File: src/rtl/can_tx_mailbox.sv
// Multi-mailbox CAN transmit buffer: holds NUM_MBOX frames, offers the highest
// priority pending frame to the frame engine, and handles retries, aborts and reporting.
module can_tx_mailbox #(
    parameter int unsigned NUM_MBOX    = 4,
    parameter int unsigned ID_SIZE     = 11,
    parameter int unsigned MAX_BYTES   = 8,
    parameter int unsigned RETRY_LIMIT = 16,
    parameter int unsigned IDX_W       = $clog2(NUM_MBOX)
) (
    input  logic                   clock,
    input  logic                   reset,
    input  logic                   wr_en,
    input  logic [IDX_W-1:0]       wr_idx,
    input  logic [ID_SIZE-1:0]     wr_id,
    input  logic                   wr_rtr,
    input  logic [3:0]             wr_dlc,
    input  logic [8*MAX_BYTES-1:0] wr_data,
    output logic                   wr_err,
    input  logic [NUM_MBOX-1:0]    abort_req,
    output logic [NUM_MBOX-1:0]    mbox_valid,
    output logic                   tx_req,
    output logic [IDX_W-1:0]       tx_idx,
    output logic [ID_SIZE-1:0]     tx_id,
    output logic                   tx_rtr,
    output logic [3:0]             tx_dlc,
    output logic [8*MAX_BYTES-1:0] tx_data,
    input  logic                   tx_ack,
    input  logic                   tx_done,
    input  logic [1:0]             tx_result,
    output logic [NUM_MBOX-1:0]    done_pulse,
    output logic [NUM_MBOX-1:0]    fail_pulse
);

    localparam int unsigned DATA_W  = 8 * MAX_BYTES;
    localparam int unsigned CNT_W   = (RETRY_LIMIT > 1) ? $clog2(RETRY_LIMIT + 1) : 1;
    localparam logic [3:0]  MAX_DLC = 4'(MAX_BYTES);

    typedef enum logic [1:0] {
        ST_IDLE,
        ST_SELECT,
        ST_OFFER,
        ST_ACTIVE
    } state_e;

    state_e               state_q, state_d;
    logic [NUM_MBOX-1:0]  valid_q, valid_d;
    logic [NUM_MBOX-1:0]  rtr_q, rtr_d;
    logic [ID_SIZE-1:0]   id_q    [NUM_MBOX];
    logic [ID_SIZE-1:0]   id_d    [NUM_MBOX];
    logic [3:0]           dlc_q   [NUM_MBOX];
    logic [3:0]           dlc_d   [NUM_MBOX];
    logic [DATA_W-1:0]    data_q  [NUM_MBOX];
    logic [DATA_W-1:0]    data_d  [NUM_MBOX];
    logic [CNT_W-1:0]     retry_q [NUM_MBOX];
    logic [CNT_W-1:0]     retry_d [NUM_MBOX];
    logic [IDX_W-1:0]     sel_q, sel_d;
    logic                 abort_pend_q, abort_pend_d;
    logic                 wr_err_q, wr_err_d;
    logic [NUM_MBOX-1:0]  done_q, done_d;
    logic [NUM_MBOX-1:0]  fail_q, fail_d;

    logic [NUM_MBOX-1:0]  cand;
    logic                 best_found;
    logic [IDX_W-1:0]     best_idx;
    logic [ID_SIZE-1:0]   best_id;
    logic                 best_rtr;
    logic                 wr_in_range;
    logic                 abort_now;
    logic [CNT_W-1:0]     retry_next;

    assign wr_in_range = ({{(32-IDX_W){1'b0}}, wr_idx} < 32'(NUM_MBOX));

    // Winner search; mailboxes being aborted are masked out while latching a winner
    // so an aborted mailbox is never offered.
    always_comb begin
        cand       = valid_q & ((state_q == ST_SELECT) ? ~abort_req : '1);
        best_found = 1'b0;
        best_idx   = '0;
        best_id    = '0;
        best_rtr   = 1'b0;
        for (int unsigned i = 0; i < NUM_MBOX; i++) begin
            if (cand[i]) begin
                if (!best_found || (id_q[i] < best_id) ||
                    ((id_q[i] == best_id) && !rtr_q[i] && best_rtr)) begin
                    best_found = 1'b1;
                    best_idx   = IDX_W'(i);
                    best_id    = id_q[i];
                    best_rtr   = rtr_q[i];
                end
            end
        end
    end

    always_comb begin
        state_d      = state_q;
        valid_d      = valid_q;
        rtr_d        = rtr_q;
        id_d         = id_q;
        dlc_d        = dlc_q;
        data_d       = data_q;
        retry_d      = retry_q;
        sel_d        = sel_q;
        abort_pend_d = abort_pend_q;
        wr_err_d     = 1'b0;
        done_d       = '0;
        fail_d       = '0;
        abort_now    = 1'b0;
        retry_next   = '0;

        if (wr_en) begin
            if (wr_in_range && !valid_q[wr_idx]) begin
                valid_d[wr_idx] = 1'b1;
                id_d[wr_idx]    = wr_id;
                rtr_d[wr_idx]   = wr_rtr;
                dlc_d[wr_idx]   = (wr_dlc > MAX_DLC) ? MAX_DLC : wr_dlc;
                data_d[wr_idx]  = wr_data;
                retry_d[wr_idx] = '0;
            end else begin
                wr_err_d = 1'b1;
            end
        end

        // The offered/active mailbox defers its abort unless it is still only offered.
        for (int unsigned i = 0; i < NUM_MBOX; i++) begin
            if (abort_req[i] && valid_q[i]) begin
                if (((state_q == ST_OFFER) || (state_q == ST_ACTIVE)) && (IDX_W'(i) == sel_q)) begin
                    if ((state_q == ST_ACTIVE) || tx_ack) begin
                        abort_pend_d = 1'b1;
                    end else begin
                        valid_d[i] = 1'b0;
                        fail_d[i]  = 1'b1;
                    end
                end else begin
                    valid_d[i] = 1'b0;
                    fail_d[i]  = 1'b1;
                end
            end
        end

        case (state_q)
            ST_IDLE: begin
                abort_pend_d = 1'b0;
                if (|valid_q) state_d = ST_SELECT;
            end
            ST_SELECT: begin
                if (best_found) begin
                    sel_d   = best_idx;
                    state_d = ST_OFFER;
                end else begin
                    state_d = ST_IDLE;
                end
            end
            ST_OFFER: begin
                if (tx_ack) begin
                    state_d = ST_ACTIVE;
                end else if (abort_req[sel_q]) begin
                    state_d = ST_IDLE;
                end else if (best_found && (best_idx != sel_q)) begin
                    state_d = ST_SELECT;
                end
            end
            ST_ACTIVE: begin
                if (tx_done) begin
                    abort_now = abort_pend_q | abort_req[sel_q];
                    case (tx_result)
                        2'b00: begin
                            valid_d[sel_q] = 1'b0;
                            done_d[sel_q]  = 1'b1;
                        end
                        2'b01: begin
                            if (abort_now) begin
                                valid_d[sel_q] = 1'b0;
                                fail_d[sel_q]  = 1'b1;
                            end
                        end
                        default: begin
                            retry_next     = (retry_q[sel_q] != '1) ? retry_q[sel_q] + 1'b1 : retry_q[sel_q];
                            retry_d[sel_q] = retry_next;
                            if (((RETRY_LIMIT != 0) && (retry_next == CNT_W'(RETRY_LIMIT))) || abort_now) begin
                                valid_d[sel_q] = 1'b0;
                                fail_d[sel_q]  = 1'b1;
                            end
                        end
                    endcase
                    abort_pend_d = 1'b0;
                    state_d      = ST_IDLE;
                end
            end
            default: state_d = ST_IDLE;
        endcase
    end

    always_ff @(posedge clock or negedge reset) begin
        if (!reset) begin
            state_q      <= ST_IDLE;
            valid_q      <= '0;
            rtr_q        <= '0;
            sel_q        <= '0;
            abort_pend_q <= 1'b0;
            wr_err_q     <= 1'b0;
            done_q       <= '0;
            fail_q       <= '0;
            for (int unsigned i = 0; i < NUM_MBOX; i++) begin
                id_q[i]    <= '0;
                dlc_q[i]   <= '0;
                data_q[i]  <= '0;
                retry_q[i] <= '0;
            end
        end else begin
            state_q      <= state_d;
            valid_q      <= valid_d;
            rtr_q        <= rtr_d;
            sel_q        <= sel_d;
            abort_pend_q <= abort_pend_d;
            wr_err_q     <= wr_err_d;
            done_q       <= done_d;
            fail_q       <= fail_d;
            for (int unsigned i = 0; i < NUM_MBOX; i++) begin
                id_q[i]    <= id_d[i];
                dlc_q[i]   <= dlc_d[i];
                data_q[i]  <= data_d[i];
                retry_q[i] <= retry_d[i];
            end
        end
    end

    assign tx_req     = (state_q == ST_OFFER);
    assign tx_idx     = tx_req ? sel_q : '0;
    assign tx_id      = tx_req ? id_q[sel_q] : '0;
    assign tx_rtr     = tx_req ? rtr_q[sel_q] : 1'b0;
    assign tx_dlc     = tx_req ? dlc_q[sel_q] : '0;
    assign tx_data    = (tx_req && !rtr_q[sel_q]) ? data_q[sel_q] : '0;
    assign mbox_valid = valid_q;
    assign wr_err     = wr_err_q;
    assign done_pulse = done_q;
    assign fail_pulse = fail_q;

endmodule

File: config.mk
export PLATFORM = sky130hd
export DESIGN_NAME = can_tx_mailbox
export DESIGN_NICKNAME = d
export VERILOG_FILES = /design/src/rtl/can_tx_mailbox.sv
export SDC_FILE = /design/constraint.sdc
export NUM_CORES = 1
export LEC_CHECK = 0
export ABC_AREA = 1
export CORE_MARGIN = 2
export CORE_UTILIZATION = 60
export CTS_CLUSTER_DIAMETER = 40
export DETAILED_ROUTE_END_ITERATION = 10
export GPL_ROUTABILITY_DRIVEN = 0
export PLACE_DENSITY_LB_ADDON = 0.08
export SKIP_CTS_REPAIR_TIMING = 1
export SKIP_LAST_GASP = 1
export SLEW_MARGIN = 10
export SYNTH_ARGS = -nofsm -noshare
export SYNTH_HDL_FRONTEND = slang
export SYNTH_SLANG_ARGS = --single-unit
File: constraint.sdc
create_clock -name clock -period 9.3 [get_ports clock]
set_input_delay 0.93 -clock clock [delete_from_list [all_inputs] [get_ports clock]]
set_output_delay 0.93 -clock clock [all_outputs]
set_load 0.01 [all_outputs]
==> impl_metrics.yaml, run 1 <==
timing:
  fin_crit_ns: 6.816
  rsz0062_at_grt: "false"
  tightest_slew_ns: 1.145
  tns_ns: 0
  period_share_pct: 73.29
  slew_viol_final: 0
  maxSlewHeadroom_pct: 23.69
  clock_skew_ns: 0.02173
  hold_viol: 0
  setup_viol: 0
  max_freq_mhz: 146.7
  layout_setup_ws_ns: 2.484
yosys:
  synthSimpleGateAreaFrac_pct: 16.50
  synth.distinct_cells: 39
  ys_seq_area_share_pct: 54.14
  syn-mean-instance-area_um2: 8.494
  syn-num-nets: 2080
  yosys.area_share.xor_xnor_pct: 0.1512
  netlist_area_mm2: 0.01655
  syn_inst: 1948
  synth_compound_area_share_pct: 20.07
  ys_ff_latch: 358
  async_flop_share_pct: 100.0
  synth_top_family_by_area: "compound AO/OA/AOI/OAI gates"
  ys.warnings.count: 0
  ys.flop_type: "dfrtp_1"
  synth_mux_area_share_pct: 0
  synth-edff-count: 0
  synthAdderAreaFrac_pct: 2.949
drt:
  remaining_drc_errors: 0
  routed_wl_um: 43720
  postRouteAntennaNets: 0
  drt_iter0_drc: 1370
  via_count: 14370
  wl_per_cell_um: 17.83
  drtPass1Iterations: 5
  via_per_inst: 5.859
global_routing:
  grt_pass1_wl_um: 71070
  grt_pass1_vias: 13870
  grt_max_degree: 155
  overflow: 0
  grt_usage_pct: 30.58
  antenna_found_initial: 1
worst_setup_path:
  crit_path_frequent_cell: "nand2_1"
  start_kind: "input pin"
  critPathMaxStageDelay_ns: 0.46
  cp-end-kind: "flop"
  critPathLaunch: "abort_req[0]"
  cp_num_buf_inv: 5
  reg2reg_depth: 46
  criticalPathCategory: "in -> reg"
  r2r-start: "state_q[1]"
  cp_slowest_cell: "clkdlybuf4s50_1"
  crit_required_ns: 9.71
  path_delay_family: "simple AND/OR/NAND/NOR gates"
  critPathMaxFanout: 25
  crit_cells: 45
  cp.arrival_ns: 7.23
power:
  p_leak_nw: 9.311
  p_total_mw: 6.366
  power.density_mw_per_mm2: 316.9
  vdd_drop_max_uv: 177.4
die:
  core_area_mm2: 0.02703
  dieWidth_um: 170.1
  dieArea_mm2: 0.02892
  die_h_um: 170.1
  initial_core_util_pct: 61.23
  rows: 60
  num_io_pins: 189
clock_network:
  cts_max_level: 2
  clock_latency_ns: 0.54
  tritoncts: "done"
  clock-sinks: 358
  ctsLongestPathBuffers: 3
  cts-root-buf: "clkbuf_16"
  cts_buffers: 43
  clk_pin_slew_ns: 0.05
placement:
  hpwl_um: 25700
  place_area_mm2: 0.01854
  place_inst: 2372
  io_buffers: 188
  place_ws_ns: 2.163
finish:
  design_area_mm2: 0.02009
  final_nets: 2208
  drive_gt1_share_pct: 5.450
  layoutNonFillerInstCount: 2452
  area_growth_pct: 21.41
job:
  max_cap_viol_count: 0
status:
  status: "finished clean"
hold_path:
  hold_start: "dlc_q[0]"
  min_path_type: "reg -> reg"
  hold_depth: 2
-- state kept, by name (all words and copies together), names as in the netlist --
signal        count
data_q          256
id_q             44
retry_q          20
dlc_q            16
done_pulse        4
fail_pulse        4
mbox_valid        4
rtr_q             4
sel_q             2
state_q           2
abort_pend_q      1
wr_err            1
-- cells in the final DEF, fill, tap and decap left out, types with 5 or more instances in the layout --
master	netlist	final
clkbuf_8	0	6
a221oi_1	5	5
a22oi_1	92	92
nand2_1	588	585
dfrtp_1	358	358
a31oi_1	67	67
nand3_1	40	40
clkinv_2	0	5
clkbuf_16	0	44
inv_2	10	8
o22ai_1	5	5
clkdlybuf4s50_1	0	187
nor2_1	46	46
buf_4	0	10
ha_1	39	39
a21oi_1	32	32
o21ai_0	331	331
inv_1	144	144
bufinv_16	0	7
clkinvlp_4	0	5
o21ai_1	37	37
-- per-layer routing --
layer	GRT usage, %	vias to the layer above	wire length, um
li1	-	6786	-
met1	42.66	6968	19190
met2	49.01	532	20380
met3	6.302	80	3301
met4	8.658	0	859
met5	0	-	0
-- stage by stage --
step                      util [%]  hold slack [ns]
after floorplan                  -           0.4419
after global placement       68.59           0.4539
after detailed placement     68.59           0.4616
after CTS                    74.33           0.4756
after global routing         74.33           0.4994
final                        74.34           0.4811
-- worst min-delay path, cell delays in order (launching register included) --
cell	delay (ns)
dfrtp_1	0.34
nand2_1	0.05
nand2_1	0.05
-- power breakdown --
part	switching (mW)	total [mW]	internal, mW
Clock	0.673	1.79	1.12
Combinational	1.29	2.06	0.771
Sequential	0.370	2.51	2.14
Total	2.33	6.37	4.03
-- worst paths after layout --
check / to / slack (ns)
min: dlc_q[0] / 0.48
min reg2reg: dlc_q[0] / 0.48
max: state_q[1] / 2.48
max reg2reg: state_q[1] / 2.57
min in group asynchronous: data_q[181] / 0.49
max in group asynchronous: data_q[236] / 7.28
-- cells by family after synthesis --
family          count (synthesis)
simple gates                  695
compound gates                584
flops                         358
buf+inv                       270
fa+ha+maj                      39
xor+xnor                        2
-- Yosys cell counts, drive strengths merged, types with 2 or more instances --
master	count	area, um2
a21boi	2	15.01
a21oi	33	168.9
a221oi	7	73.82
a22oi	92	690.7
a31oi	67	419.2
buf	11	52.55
clkbuf	105	394.1
dfrtp	358	8959
ha	39	488.0
inv	154	578.1
nand2	592	2237
nand3	40	200.2
nand3b	4	30.03
nand4	4	25.02
nor2	50	202.7
nor4	2	12.51
o21a	2	15.01
o21ai	369	1851
o22ai	5	31.28
o311ai	2	17.52
o31ai	3	22.52
xnor2	2	25.03
-- area by class of cell --
| type | count | area (um2) |
|---|---|---|
| diodes | 1 | 2.502 |
| clock buffers | 54 | 1199 |
| clock inverters | 25 | 352.8 |
| fillers | 2027 | 6935 |
| inverters | 154 | 583.1 |
| multi-input cells | 1320 | 6586 |
| flip-flops and latches | 358 | 8959 |
| well taps | 341 | 426.7 |
| repair buffers | 199 | 1982 |
Note: power is estimated with default switching activity, not from simulation.
==> run 2: changes to the inputs <==
Settings changed: CORE_UTILIZATION 60 to 57.
Clock period 9.3 ns to 6.3 ns, I/O delays scaled along.
==> run 2 against run 1 <==
Power rose by 50%. Hold slack worse by 0.38 ns. Flip-flop and latch count did not move. Via count decreased by 0.12%. Routed wire length grew 1.6%. Critical path depth unchanged. Sequential share of layout area fell by 0.45 points. Cell count rose by 2.3%. First-iteration DRC count decreased by 2.8%. Largest power group unchanged.
==> impl_metrics.yaml, run 2 (same netlist as run 1, synthesis figures left out) <==
status:
  status: "finished clean"
global_routing:
  grt_usage_pct: 29.41
  antenna_found_initial: 1
  grt_pass1_wl_um: 72840
  overflow: 0
  grt_pass1_vias: 14170
  grt_max_degree: 177
drt:
  wl_per_cell_um: 17.70
  postRouteAntennaNets: 0
  routed_wl_um: 44410
  remaining_drc_errors: 0
  via_per_inst: 5.719
  via_count: 14350
  drtPass1Iterations: 6
  drt_iter0_drc: 1332
power:
  clkPwrFrac_pct: 28.8
  p_leak_nw: 9.394
  vdd_drop_max_uv: 268.5
  p_comb_share_pct: 32.3
  power.switching_mw: 3.520
  p_total_mw: 9.548
  power.density_mw_per_mm2: 470.4
  switching_share_pct: 36.87
  seqPwrFrac_pct: 38.8
  intPower_mw: 6.028
finish:
  area_growth_pct: 22.66
  layout_common_cells: "nand2_1, dfrtp_1, o21ai_0"
  fin_util_pct: 70.91
  regMostFlops: "data_q"
  largest_reg_flops: 256
  drive_gt1_share_pct: 6.121
  layout_commonest_cell: "nand2_1"
  final_nets: 2219
  reg_top3: "data_q: 256 flops, id_q: 44 flops, retry_q: 20 flops"
worst_setup_path:
  r2r-start: "state_q[1]"
  r2r-end: "state_q[1]"
  critPathMaxFanout: 23
  cp-end-kind: "flop"
  criticalPathCategory: "reg -> reg"
  crit_path_frequent_cell: "nand2_1"
  r2r_slack_ns: 0.53
  cp_slowest_cell: "dfrtp_1"
  crit_required_ns: 6.74
  start_kind: "flop"
  reg2reg_depth: 45
  critPathMaxStageDelay_ns: 0.42
  path_delay_family: "simple AND/OR/NAND/NOR gates"
  cp.arrival_ns: 6.21
  cp_num_buf_inv: 6
clock_network:
  cts-root-buf: "clkbuf_16"
  cts_buffers: 48
  ctsLongestPathBuffers: 3
  clk_pin_slew_ns: 0.05
  tritoncts: "done"
  clock_latency_ns: 0.55
  cts_max_level: 2
  clock-sinks: 358
timing:
  fin_crit_ns: 5.769
  slew_viol_final: 0
  clock_skew_ns: 0.01567
  maxSlewHeadroom_pct: 23.53
  holdWs_ns: 0.1021
  setup_viol: 0
  max_freq_mhz: 173.3
  hold_viol: 0
  period_share_pct: 91.57
  tightest_slew_ns: 1.143
die:
  num_io_pins: 189
  dieArea_mm2: 0.03041
  rows: 62
  die_h_um: 174.4
  core_area_mm2: 0.02863
  initial_core_util_pct: 57.81
  dieWidth_um: 174.4
placement:
  hpwl_um: 26420
  io_buffers: 188
job:
  max_cap_viol_count: 0
hold_path:
  min_path_type: "in -> async"
-- run 2: cell types whose count changed in the layout (fill, tap and decap cells not counted), moves of 3 or more --
cell / delta
inv_6: +3
clkinv_4: +3
buf_4: +4
o21ai_0: -7
o21ai_1: +7
clkbuf_16: +5
-- run 2: worst max-delay path by stage --
stage,slack (ns),start,cells past startpoint,to
floorplan,0.82,state_q[1],51,state_q[0]
global placement,0.22,abort_req[0],47,state_q[1]
detailed placement,-0.04,abort_req[0],46,state_q[0]
CTS,0.27,state_q[1],47,state_q[0]
global route,-0.11,state_q[1],43,state_q[1]
finish,0.53,state_q[1],45,state_q[1]
-- run 2: final cells by class --
cell class                      instances  area (um2)
Clock buffer                           59        1304
Timing Repair Buffer                  205        2038
Clock inverter                         28       326.6
Antenna cell                            1       2.502
Tap cell                              384       480.5
Inverter                              154       588.1
Sequential cell                       358        8959
Fill cell                            2244        8328
Multi-Input combinational cell       1320        6599
-- run 2: per-stage QoR --
step / cell area, um2 / setup TNS, ns / std cells / worst slack (ns)
after global placement: 18640 / 0 / 2421 / 0.2220
after CTS: 20270 / 0 / 2508 / 0.2714
final: 20300 / 0 / 2509 / 0.5309
after global routing: 20290 / -0.2113 / 2508 / -0.1065
after floorplan: 16550 / 0 / 1948 / 0.8179
after detailed placement: 18640 / -0.07710 / 2421 / -0.03928
-- run 2: metal layers --
| metal | vias up | GRT usage (%) | share of wire [%] |
|---|---|---|---|
| met5 | - | 0 | 0 |
| met4 | 0 | 9.314 | 2.4 |
| met3 | 84 | 6.452 | 7.9 |
| met2 | 531 | 46.48 | 46 |
| met1 | 6932 | 40.85 | 43 |
| li1 | 6802 | - | - |
-- run 2: power by group through the flow --
stage,sequential [mW],combinational (mW),clock (mW)
after floorplan,3.58,2.11,0
after global placement,3.69,2.92,0
after detailed placement,3.72,3.02,0
after CTS,3.70,3.04,2.79
after global routing,3.81,3.53,2.89
final,3.71,3.09,2.75
